`src/rtl/seven_seg_pkg.sv`:
```
// Shared seven-segment definitions: active-low segment codes (bit7=a .. bit1=g, bit0=dp),
// and the capture FSM state type.
package seven_seg_pkg;

  localparam logic [7:0] SEG_0 = 8'h03;
  localparam logic [7:0] SEG_1 = 8'h9F;
  localparam logic [7:0] SEG_2 = 8'h25;
  localparam logic [7:0] SEG_3 = 8'h0D;
  localparam logic [7:0] SEG_4 = 8'h99;
  localparam logic [7:0] SEG_5 = 8'h49;
  localparam logic [7:0] SEG_6 = 8'h41;
  localparam logic [7:0] SEG_7 = 8'h1F;
  localparam logic [7:0] SEG_8 = 8'h01;
  localparam logic [7:0] SEG_9 = 8'h19;
  localparam logic [7:0] SEG_A = 8'h11;
  localparam logic [7:0] SEG_B = 8'hC1;
  localparam logic [7:0] SEG_C = 8'h63;
  localparam logic [7:0] SEG_D = 8'h85;
  localparam logic [7:0] SEG_E = 8'h61;

  localparam int         SEG_DP_BIT = 0;
  localparam logic [7:0] SEG_OFF    = 8'hFF;

  typedef enum logic {
    ST_SETTLE = 1'b0,
    ST_HOLD   = 1'b1
  } cap_state_e;

endpackage

```
`src/rtl/seven_seg_decode.sv`:
```
// Combinational inverse of the hex-to-seven-segment encoder: pattern -> {err, nibble}.
// The decimal point never affects the result; unknown patterns give nibble F with err set.
module seven_seg_decode
  import seven_seg_pkg::*;
(
  input  logic [7:0] i_pat,
  output logic       o_err,
  output logic [3:0] o_nibble
);

  logic [7:0] pat_nodp_s;

  // Force dp to its inactive level so the match only sees segments a..g
  always_comb begin
    pat_nodp_s = i_pat | (8'h01 << SEG_DP_BIT);
    o_err      = 1'b0;
    o_nibble   = 4'hF;
    case (pat_nodp_s)
      SEG_0:   o_nibble = 4'h0;
      SEG_1:   o_nibble = 4'h1;
      SEG_2:   o_nibble = 4'h2;
      SEG_3:   o_nibble = 4'h3;
      SEG_4:   o_nibble = 4'h4;
      SEG_5:   o_nibble = 4'h5;
      SEG_6:   o_nibble = 4'h6;
      SEG_7:   o_nibble = 4'h7;
      SEG_8:   o_nibble = 4'h8;
      SEG_9:   o_nibble = 4'h9;
      SEG_A:   o_nibble = 4'hA;
      SEG_B:   o_nibble = 4'hB;
      SEG_C:   o_nibble = 4'hC;
      SEG_D:   o_nibble = 4'hD;
      SEG_E:   o_nibble = 4'hE;
      default: begin
        o_nibble = 4'hF;
        o_err    = 1'b1;
      end
    endcase
  end

endmodule

```
`src/rtl/seven_seg_capture.sv`:
```
// Reads back a multiplexed active-low seven-segment display: synchronizes the bus, waits
// for each digit to settle, decodes it and commits a full frame once every digit was seen.
module seven_seg_capture
  import seven_seg_pkg::*;
#(
  parameter int NUM_DIGITS    = 4,
  parameter int STABLE_CYCLES = 16
) (
  input  logic                    clk,
  input  logic                    rst_n,
  input  logic [7:0]              i_seg,
  input  logic [NUM_DIGITS-1:0]   i_an,
  output logic [4*NUM_DIGITS-1:0] o_value,
  output logic [NUM_DIGITS-1:0]   o_err,
  output logic                    o_valid,
  output logic                    o_busy
);

  localparam int            CW       = $clog2(STABLE_CYCLES);
  localparam logic [CW-1:0] CNT_LAST = CW'(STABLE_CYCLES - 1);

  logic [7:0]              seg_m_q, seg_m_d, seg_s_q, seg_s_d;
  logic [NUM_DIGITS-1:0]   an_m_q, an_m_d, an_s_q, an_s_d;
  cap_state_e              state_q, state_d;
  logic [CW-1:0]           cnt_q, cnt_d;
  logic [NUM_DIGITS-1:0]   seen_q, seen_d;
  logic [4*NUM_DIGITS-1:0] shadow_val_q, shadow_val_d;
  logic [NUM_DIGITS-1:0]   shadow_err_q, shadow_err_d;
  logic [4*NUM_DIGITS-1:0] value_q, value_d;
  logic [NUM_DIGITS-1:0]   err_q, err_d;
  logic                    valid_q, valid_d;
  logic                    busy_q, busy_d;

  logic                    dec_err_s;
  logic [3:0]              dec_nib_s;
  logic [NUM_DIGITS-1:0]   an_low_s;
  logic [NUM_DIGITS-1:0]   seen_next_s;
  logic                    change_s;
  logic                    single_s;
  logic                    capture_s;
  logic                    frame_done_s;

  seven_seg_decode u_decode (
    .i_pat    (seg_s_q),
    .o_err    (dec_err_s),
    .o_nibble (dec_nib_s)
  );

  // Change detection looks at the value about to enter the synchronized stage, so a change
  // on the edge the count would complete wins over the capture.
  always_comb begin
    seg_m_d      = i_seg;
    seg_s_d      = seg_m_q;
    an_m_d       = i_an;
    an_s_d       = an_m_q;
    an_low_s     = ~an_s_q;
    change_s     = (seg_m_q != seg_s_q) || (an_m_q != an_s_q);
    single_s     = (an_low_s != '0) && ((an_low_s & (an_low_s - NUM_DIGITS'(1))) == '0);
    capture_s    = (state_q == ST_SETTLE) && (cnt_q == CNT_LAST) && !change_s && single_s;
    seen_next_s  = seen_q | an_low_s;
    frame_done_s = capture_s && (&seen_next_s);

    state_d = state_q;
    cnt_d   = cnt_q;
    if (change_s) begin
      state_d = ST_SETTLE;
      cnt_d   = '0;
    end else if (state_q == ST_SETTLE) begin
      if (cnt_q == CNT_LAST) begin
        state_d = ST_HOLD;
      end else begin
        cnt_d = cnt_q + CW'(1);
      end
    end else begin
      state_d = ST_HOLD;
    end
  end

  // Shadow slot update, frame commit and the seen bookkeeping
  always_comb begin
    shadow_val_d = shadow_val_q;
    shadow_err_d = shadow_err_q;
    for (int k = 0; k < NUM_DIGITS; k++) begin
      if (capture_s && an_low_s[k]) begin
        shadow_val_d[4*k +: 4] = dec_nib_s;
        shadow_err_d[k]        = dec_err_s;
      end else begin
        shadow_val_d[4*k +: 4] = shadow_val_q[4*k +: 4];
        shadow_err_d[k]        = shadow_err_q[k];
      end
    end

    if (frame_done_s) begin
      value_d = shadow_val_d;
      err_d   = shadow_err_d;
      seen_d  = '0;
    end else if (capture_s) begin
      value_d = value_q;
      err_d   = err_q;
      seen_d  = seen_next_s;
    end else begin
      value_d = value_q;
      err_d   = err_q;
      seen_d  = seen_q;
    end
    valid_d = frame_done_s;
    busy_d  = |seen_d;
  end

  // All state registers; synchronizers reset to the idle (all-high) bus level
  always_ff @(posedge clk or negedge rst_n) begin
    if (!rst_n) begin
      seg_m_q      <= SEG_OFF;
      seg_s_q      <= SEG_OFF;
      an_m_q       <= '1;
      an_s_q       <= '1;
      state_q      <= ST_HOLD;
      cnt_q        <= '0;
      seen_q       <= '0;
      shadow_val_q <= '0;
      shadow_err_q <= '0;
      value_q      <= '0;
      err_q        <= '0;
      valid_q      <= 1'b0;
      busy_q       <= 1'b0;
    end else begin
      seg_m_q      <= seg_m_d;
      seg_s_q      <= seg_s_d;
      an_m_q       <= an_m_d;
      an_s_q       <= an_s_d;
      state_q      <= state_d;
      cnt_q        <= cnt_d;
      seen_q       <= seen_d;
      shadow_val_q <= shadow_val_d;
      shadow_err_q <= shadow_err_d;
      value_q      <= value_d;
      err_q        <= err_d;
      valid_q      <= valid_d;
      busy_q       <= busy_d;
    end
  end

  assign o_value = value_q;
  assign o_err   = err_q;
  assign o_valid = valid_q;
  assign o_busy  = busy_q;

endmodule

```
`config.mk`:
```
export PLATFORM = sky130hd
export DESIGN_NAME = seven_seg_capture
export DESIGN_NICKNAME = d
export VERILOG_FILES = /design/src/rtl/seven_seg_pkg.sv /design/src/rtl/seven_seg_decode.sv /design/src/rtl/seven_seg_capture.sv
export SDC_FILE = /design/constraint.sdc
export NUM_CORES = 1
export LEC_CHECK = 0
export ABC_AREA = 1
export CAP_MARGIN = 20
export CELL_PAD_IN_SITES_DETAIL_PLACEMENT = 0
export CELL_PAD_IN_SITES_GLOBAL_PLACEMENT = 1
export CORE_UTILIZATION = 47
export CTS_BUF_LIST = sky130_fd_sc_hd__clkbuf_4
export DETAILED_ROUTE_END_ITERATION = 12
export GPL_TIMING_DRIVEN = 0
export PLACE_DENSITY = 0.89
export SETUP_SLACK_MARGIN = 0.1
export SLEW_MARGIN = 20
export SYNTH_ARGS = -nofsm -noshare
export SYNTH_HDL_FRONTEND = slang
export SYNTH_SLANG_ARGS = --single-unit
```
`constraint.sdc`:
```
create_clock -name clk -period 4.59 [get_ports clk]
set_clock_uncertainty 0.1 [all_clocks]
set_input_delay 0.6885 -clock clk [delete_from_list [all_inputs] [get_ports clk]]
set_output_delay 0.6885 -clock clk [all_outputs]
set_load 0.01 [all_outputs]
```
==> results.cfg, run 1 <==
[status]
outcome = complete, no violations

[layout]
fill_cells = 633
fin_nets = 458
post-route-cell-area_sq_mm = 0.003941
multi_input_area_sq_mm = 0.001205
drive_gt1_frac = 0.1518
stdcell_count = 544
n_antenna_cell = 0
areaGrowthSynthToFinish_pct = 19.32
seqCellArea_sq_mm = 0.001908

[timing]
worst_pin_slew_ps = 639.4
finalCritPeriodShare = 0.4860
relSlewSlack = 0.5705
setup_violations = 0
worst_slack_ps = 2359
fin_tns_setup_ps = 0
grt_setup_unrepaired = false
min_period_ps = 2231
maxSlewViolCount = 0
hold_viol = 0
max_freq_mhz = 448.2

[placement]
gp_congestion = 0.8769
dp_hpwl_um = 4487
dp_cells = 528
dp_slack_ps = 2380
placed_cell_area_sq_mm = 0.003799
port_buffers = 35

[power_and_ir_drop]
internal_power_mw = 0.8762
pwr-share-seq = 0.588
clkPwrFrac = 0.353
ir_drop_uv = 190.4
finalPower_mw = 1.176
powerDensity_mw_per_mm2 = 298.3
p_comb_frac = 0.059
p_sw_frac = 0.2548
leakage_nw = 2.100
p_switching_mw = 0.2996

[cts]
clock_sinks = 75
htree_levels = 3
cts_resized = 0
cts_tree = yes
cts-root-buf = clkbuf_4
clkTransAtPathRegs_ps = 130
cts.path.max_buffers = 2
cts_setup_buffers = 0
cts_hold_buffers = 0
clock_latency_ps = 410
numCtsBuffers = 9

[setup_path]
cpMaxStageDelayCell = dfstp_2
path_buf_inv = 4
path_max_fanout = 10
critical_path_class = flip-flop to flip-flop
cp_cell_sequence = buf_2 -> inv_1 -> nand2_1 -> nand4_1 -> nor2_2 -> nand2_4 -> clkinv_2 -> nand2_2 -> nor3_4 -> buf_6 -> nand2_1 -> nand2_1
cp_top_family = simple AND/OR/NAND/NOR gates
cp-end-kind = flip-flop
cpMostUsedCell = nand2_1
cp.required_ps = 4850
max_stage_delay_ps = 530
cp-start-kind = flip-flop
arrival_ps = 2490

[floorplan]
rows = 30
core_area_sq_mm = 0.006794
die_w_um = 85.84
io_pins = 36
dieArea_sq_mm = 0.007368
initial_core_util = 0.4862
die_y_um = 85.84

[routing]
vias_per_cell = 4.704
drt-total-wl_um = 6263
drcViolationCount = 0
wire_per_inst_um = 11.51
antenna_left = 0
first_iter_violations = 114
dr.pass1.iters = 4
num_vias = 2559

[synth]
ys_warn_count = 0
synth_seq_cells = 75
synth_cells = 396
syn-num-nets = 411
synth.yosys.seq_area_share = 0.5777
ys_types = 30
syn_avg_cell_area_sq_um = 8.341
netlist_area_sq_mm = 0.003303

[job]
maxCapViolations = 0

[global_routing]
antenna_found_initial = 0
globalRouteOverflowTotal = 0
grt_max_degree = 55
grt_pass1_wl_um = 10950
grt_use_total = 0.1919
grt_pass1_vias = 2429

[worst_hold_path]
holdCritPathClass = primary input to async pin
[Yosys cell counts, drive strengths merged]
library cell / instances / area, sq um
inv: 35 / 131.4
nand3: 12 / 65.06
ha: 1 / 12.51
or2: 1 / 6.260
o21ai: 10 / 50.05
nor2: 39 / 161.4
dfrtp: 50 / 1251
a21oi: 6 / 30.03
clkinv: 5 / 20.01
nor3: 4 / 31.28
xnor2: 2 / 17.52
o211ai: 2 / 15.01
nand2: 186 / 710.7
nand4: 9 / 81.33
nor4: 1 / 6.260
dfstp: 25 / 656.9
xor2: 2 / 17.52
buf: 6 / 38.79
[cell usage in the layout, fill, tap and decap left out, types with 5 or more instances in the layout]
master,instances
nand2_1,183
dfrtp_1,50
nor2_1,35
clkdlybuf4s50_1,34
inv_1,29
dfstp_2,25
nand3_1,11
clkbuf_4,9
inv_2,6
o21ai_0,6
a21oi_1,6
nand4_1,5
clkinv_1,5
[layer usage]
layer  global-route usage  wire [um]  up-vias
met2               0.3091       2939       35
met4              0.06212         91        0
met5                    0          0        -
met1               0.2534       2990     1204
met3              0.05294        242       10
li1                     -          -     1310
[logic make-up (layout without fill, tap and decap cells)]
group                    count (synthesis)  in the layout  share of synthesized area
flip-flops                              75             75                     0.5777
AND/OR/NAND/NOR                        252            252                     0.3216
AO/OA/AOI/OAI                           18             18                    0.02879
buffers and inverters                   46             98                    0.05757
XOR/XNOR                                 4              4                    0.01061
adder cells (fa/ha/maj)                  1              1                   0.003787
[layout make-up]
type,instances,area share
Clock inverter,7,0.01905
Multi-Input combinational cell,275,0.3057
Sequential cell,75,0.4841
Inverter,40,0.03841
Tap cell,96,0.03048
Buffer,6,0.009841
Clock buffer,9,0.01714
Timing Repair Buffer,36,0.09524
[power by group through the flow]
stage	clock, mW	combinational (mW)	sequential, mW
after floorplan	0	0.0357	0.701
after global placement	0	0.0671	0.703
after detailed placement	0	0.0707	0.703
after CTS	0.426	0.0712	0.692
after global routing	0.451	0.0804	0.694
final	0.415	0.0695	0.692
[final timing paths]
check,from,to,slack [ps],cells past startpoint
min reg2reg,seg_m_q[2]$_DFF_PN1_,seg_s_q[2]$_DFF_PN1_,280,0
max,seg_s_q[6]$_DFF_PN1_,o_value[6]$_DFFE_PN0N_,2360,12
max reg2reg,seg_s_q[6]$_DFF_PN1_,o_value[6]$_DFFE_PN0N_,2360,12
min,rst_n,o_value[1]$_DFFE_PN0N_,40,1
min in group clk,seg_m_q[2]$_DFF_PN1_,seg_s_q[2]$_DFF_PN1_,280,0
max in group asynchronous,rst_n,seg_m_q[2]$_DFF_PN1_,3740,2
[per-stage QoR]
stage                     hold slack [ps]    util
after global routing                45.53  0.5801
after CTS                           41.43  0.5801
after global placement              262.5  0.5554
final                               45.00  0.5801
after detailed placement            263.7  0.5591
after floorplan                     260.3       -
[state kept, by name (all words and copies together) (netlist names), 8 cells and up]
| name | count |
|---|---|
| seg_m_q | 8 |
| shadow_val_q | 16 |
| seg_s_q | 8 |
| o_value | 16 |
Note: power is estimated with default switching activity, not from simulation.
==> run 2, diff against run 1 <==
- CORE_UTILIZATION: 47 -> 39
- PLACE_DENSITY: 0.89 -> 0.79
- clock period: 4.59 -> 1.85 ns (I/O delays scaled with it)
==> run 2 against run 1 <==
  * The flow now finishes with violations (negative setup slack)
  * Critical endpoint is now o_value[12]$_DFFE_PN0N_
  * Critical path depth up 1
  * Final area up 27%
  * Wire length up 37%
==> results.cfg, run 2 (synthesis gave the netlist of run 1 again) <==
[status]
outcome = complete, but fails checks
violations = negative setup slack

[power_and_ir_drop]
pwr-share-seq = 0.595
internal_power_mw = 2.100
clkPwrFrac = 0.302
powerDensity_mw_per_mm2 = 574.5
p_switching_mw = 0.7828
p_sw_frac = 0.2715
p_comb_frac = 0.103
finalPower_mw = 2.883
ir_drop_uv = 348.6
leakage_nw = 2.896

[timing]
worst_pin_slew_ps = 423.9
maxSlewViolCount = 0
setup_violations = 46
max_freq_mhz = 469.8
worst_slack_ps = -278.3
hold_viol = 0
fin_tns_setup_ps = -7814
finalCritPeriodShare = 1.150
grt_setup_unrepaired = true
relSlewSlack = 0.7174
min_period_ps = 2128

[global_routing]
grt_max_degree = 44
antenna_found_initial = 0
grt_use_total = 0.1944
grt_pass1_vias = 2709
grt_pass1_wl_um = 12920
globalRouteOverflowTotal = 0

[routing]
num_vias = 2946
antenna_left = 0
dr.pass1.iters = 4
drt-total-wl_um = 8586
drcViolationCount = 0
first_iter_violations = 95
wire_per_inst_um = 13.94
vias_per_cell = 4.782

[cts]
cts.path.max_buffers = 2
clkTransAtPathRegs_ps = 130
cts-root-buf = clkbuf_4
cts_tree = yes
htree_levels = 3
clock_sinks = 75
clock_latency_ps = 440
numCtsBuffers = 9

[floorplan]
rows = 33
core_area_sq_mm = 0.008217
die_y_um = 94.03
dieArea_sq_mm = 0.008842
io_pins = 36
initial_core_util = 0.4020
die_w_um = 94.03

[setup_path]
cp-start-kind = flip-flop
critical_path_class = flip-flop to flip-flop
path_max_fanout = 5
arrival_ps = 2400
cp-end-kind = flip-flop
r2r_slack_ps = -280
cp.required_ps = 2120

[placement]
dp_slack_ps = -265.4
gp_congestion = 0.8279
dp_hpwl_um = 4685
port_buffers = 35

[layout]
drive_gt1_frac = 0.4286
fin_nets = 522
mostFrequentLayoutCell = nand2_1
layout_common_cells = nand2_1, dfrtp_1, nand2_2, buf_4, nor2_1
areaGrowthSynthToFinish_pct = 51.89
n_antenna_cell = 0

[job]
maxCapViolations = 0

[worst_hold_path]
holdCritPathClass = primary input to flip-flop
==> run 2: cell types whose count changed in the layout (fill, tap and decap cells not counted), sizes merged, moves of 2 or more <==
cell	change
buf	+59
clkinvlp	-2
nand4	+4
dlymetal6s2s	+18
clkdlybuf4s50	-18
==> run 2: critical path, stage by stage, from the launching register on <==
cell,delay (ps)
dfstp_2,610
inv_4,50
nand2_1,50
nand2_1,40
nor2_1,100
nand2_1,90
nor2_4,180
nand2_4,90
clkinv_4,60
nand2_4,40
nor3_4,330
buf_6,200
nand2_1,60
nand2_1,50
==> run 2: through the flow <==
stage          hold WS (ps)  instances    util  area (sq um)
3_5_place_dp          155.6        537  0.4661          3830
4_1_cts               117.2        587  0.5418          4452
3_3_place_gp          262.2        536  0.4640          3812
2_1_floorplan        -118.1        396       -          3331
6_report              128.3        616  0.6106          5017
5_1_grt               105.0        616  0.6106          5017
==> run 2: repair_timing <==
action                                  4_1_cts  5_1_grt
endpoints found under the hold margin        26        0
setup buffers                                28       29
gates cloned                                  6        1
pin swaps                                    11       49
endpoints found under the setup margin       47       68
resized for setup                            57      109
hold buffers                                  1        0
==> run 2: power by group through the flow <==
stage	Sequential, mW	Combinational (mW)	Clock [mW]
6_report	1.71	0.298	0.871
5_1_grt	1.72	0.327	0.951
4_1_cts	1.72	0.236	0.884
3_5_place_dp	1.74	0.179	0
3_3_place_gp	1.74	0.171	0
2_1_floorplan	1.74	0.0921	0
==> run 2: final timing paths <==
kind / start / to / depth (start not counted)
min in group asynchronous: rst_n / seen_q[0]$_DFF_PN0_ / 2
max: an_s_q[1]$_DFF_PN1_ / o_value[12]$_DFFE_PN0N_ / 13
max reg2reg: an_s_q[1]$_DFF_PN1_ / o_value[12]$_DFFE_PN0N_ / 13
max in group asynchronous: rst_n / seg_s_q[7]$_DFF_PN1_ / 3
min reg2reg: seg_m_q[3]$_DFF_PN1_ / seg_s_q[3]$_DFF_PN1_ / 0
min: i_an[1] / an_m_q[1]$_DFF_PN1_ / 1
==> run 2: routing by layer <==
layer  track usage  routed length (um)
met3       0.03883                 280
met1        0.2499                3769
met2        0.3151                4229
met4       0.08974                 308
met5             0                   0
==> run 2: cell type report <==
type	count	area, sq um
fill	708	3199
tap	105	131.4
multi-input combinational	279	1670
inverter	40	175.2
clock inverter	5	31.28
clock buffer	10	75.07
buffer	6	67.56
timing repair buffer	96	958.4
sequential	75	1908
==> run 3, diff against run 2 <==
- GPL_TIMING_DRIVEN: 0 -> 1
- PLACE_DENSITY: 0.79 -> 0.76
- TNS_END_PERCENT: unset -> 5
==> run 3 against run 2 <==
  * The run still ends with negative setup slack left
  * Critical endpoint is now o_err[3]$_DFFE_PN0N_
  * Largest power group unchanged
  * Sequential share of layout area rose by 2.8 points
  * Final cell count fell by 0.97%
  * Worst hold slack improved by 17 ps
  * Die area did not move
==> results.cfg, run 3 (synthesis gave the netlist of run 1 again) <==
[cts]
htree_levels = 3
clkTransAtPathRegs_ps = 130
clock_sinks = 75
cts_tree = yes
cts-root-buf = clkbuf_4
numCtsBuffers = 9
cts.path.max_buffers = 2
clock_latency_ps = 420

[routing]
first_iter_violations = 124
drcViolationCount = 0
drt-total-wl_um = 7096
wire_per_inst_um = 11.63
vias_per_cell = 4.518
dr.pass1.iters = 4
num_vias = 2756
antenna_left = 0

[timing]
max_freq_mhz = 505.1
grt_setup_unrepaired = true
worst_pin_slew_ps = 398.9
hold_ws_ps = 145.3
maxSlewViolCount = 0
hold_viol = 0
fin_tns_setup_ps = -2716
min_period_ps = 1980
worst_slack_ps = -129.9
relSlewSlack = 0.7341
setup_violations = 26
finalCritPeriodShare = 1.070

[placement]
placed_cell_area_sq_mm = 0.004131
dp_hpwl_um = 4729
port_buffers = 35
gp_congestion = 0.8016

[layout]
fin_nets = 515
drive_gt1_frac = 0.3149
fill_cells = 760
mostFrequentLayoutCell = nand2_1
multi_input_area_sq_mm = 0.001345
areaGrowthSynthToFinish_pct = 41.59
n_antenna_cell = 0
seqCellArea_sq_mm = 0.001908
post-route-cell-area_sq_mm = 0.004677
layout_common_cells = nand2_1, dfrtp_1, buf_4, nor2_1, inv_1

[setup_path]
critical_path_class = flip-flop to flip-flop
cp-start-kind = flip-flop
path_buf_inv = 4
cp-end-kind = flip-flop
cpMostUsedCell = nand2_2
path_max_fanout = 5
cp-startpoint = seg_s_q[5]$_DFF_PN1_
cpMaxStageDelayCell = dfstp_2
r2r-start = seg_s_q[5]$_DFF_PN1_
arrival_ps = 2190
cp.required_ps = 2060
cp_cell_sequence = inv_2 -> nand2_2 -> nand2_2 -> nor2_2 -> nand2_2 -> nor2_4 -> buf_12 -> nand2_4 -> clkinv_4 -> nand3_4 -> buf_12 -> nand2_1 -> nand2_1
cp_top_family = simple AND/OR/NAND/NOR gates
max_stage_delay_ps = 580

[floorplan]
die_w_um = 94.03
io_pins = 36
rows = 33
core_area_sq_mm = 0.008217
initial_core_util = 0.4020
die_y_um = 94.03
dieArea_sq_mm = 0.008842

[global_routing]
globalRouteOverflowTotal = 0
grt_pass1_wl_um = 12240
grt_use_total = 0.1820
antenna_found_initial = 0
grt_max_degree = 76
grt_pass1_vias = 2714

[status]
outcome = complete, but fails checks
violations = negative setup slack

[power_and_ir_drop]
finalPower_mw = 2.882
leakage_nw = 2.740
ir_drop_uv = 447.5
powerDensity_mw_per_mm2 = 616.2

[worst_hold_path]
holdCritPathClass = primary input to flip-flop
hold_start = i_an[0]

[job]
maxCapViolations = 0
[run 3: cell type report]
class / count / area share
sequential: 75 / 0.4080
multi-input combinational: 275 / 0.2876
timing repair buffer: 99 / 0.2164
inverter: 40 / 0.03451
tap: 105 / 0.02809
clock buffer: 9 / 0.01445
clock inverter: 7 / 0.01097
[run 3: worst paths after layout]
check                           depth (start not counted)                     end  slack (ps)
worst max-delay path                                   13    o_err[3]$_DFFE_PN0N_        -130
worst min-delay path                                    1     an_m_q[0]$_DFF_PN1_         150
worst max register to register                         13    o_err[3]$_DFFE_PN0N_        -130
worst min register to register                          0    seg_s_q[3]$_DFF_PN1_         280
max in group asynchronous                               3    seg_m_q[7]$_DFF_PN1_         990
min in group asynchronous                               3  o_value[5]$_DFFE_PN0N_         280
[run 3: worst register-to-register path: stages, from the launching register on]
cell,delay [ps]
dfstp_2,580
inv_2,40
nand2_2,60
nand2_2,60
nor2_2,130
nand2_2,80
nor2_4,120
buf_12,110
nand2_4,50
clkinv_4,60
nand3_4,170
buf_12,210
nand2_1,60
nand2_1,50
[run 3: stage by stage]
step / setup WS (ps) / std cells / util
CTS: -111.8 / 608 / 0.5563
finish: -129.9 / 610 / 0.5692
global placement: -143.4 / 578 / 0.5028
detailed placement: -178.6 / 578 / 0.5028
floorplan: 44.42 / 396 / -
global route: -245.1 / 610 / 0.5692
[run 3: routing by layer]
layer	global-route usage	routed length (um)
met5	0	0
met2	0.3023	3375
met3	0.03155	215
met1	0.2369	3401
met4	0.06923	104
[run 3: repair_timing]
item,in CTS,in global routing
gates resized for setup,36,39
setup endpoints to repair,50,64
buffers inserted,11,2
pin swaps,13,8
gates cloned,2,0
hold endpoints to repair,50,0
hold buffers,1,0
[run 3: where the power goes]
group          internal, mW  switching [mW]
Clock                 0.283           0.618
Sequential             1.69          0.0213
Combinational         0.128           0.142
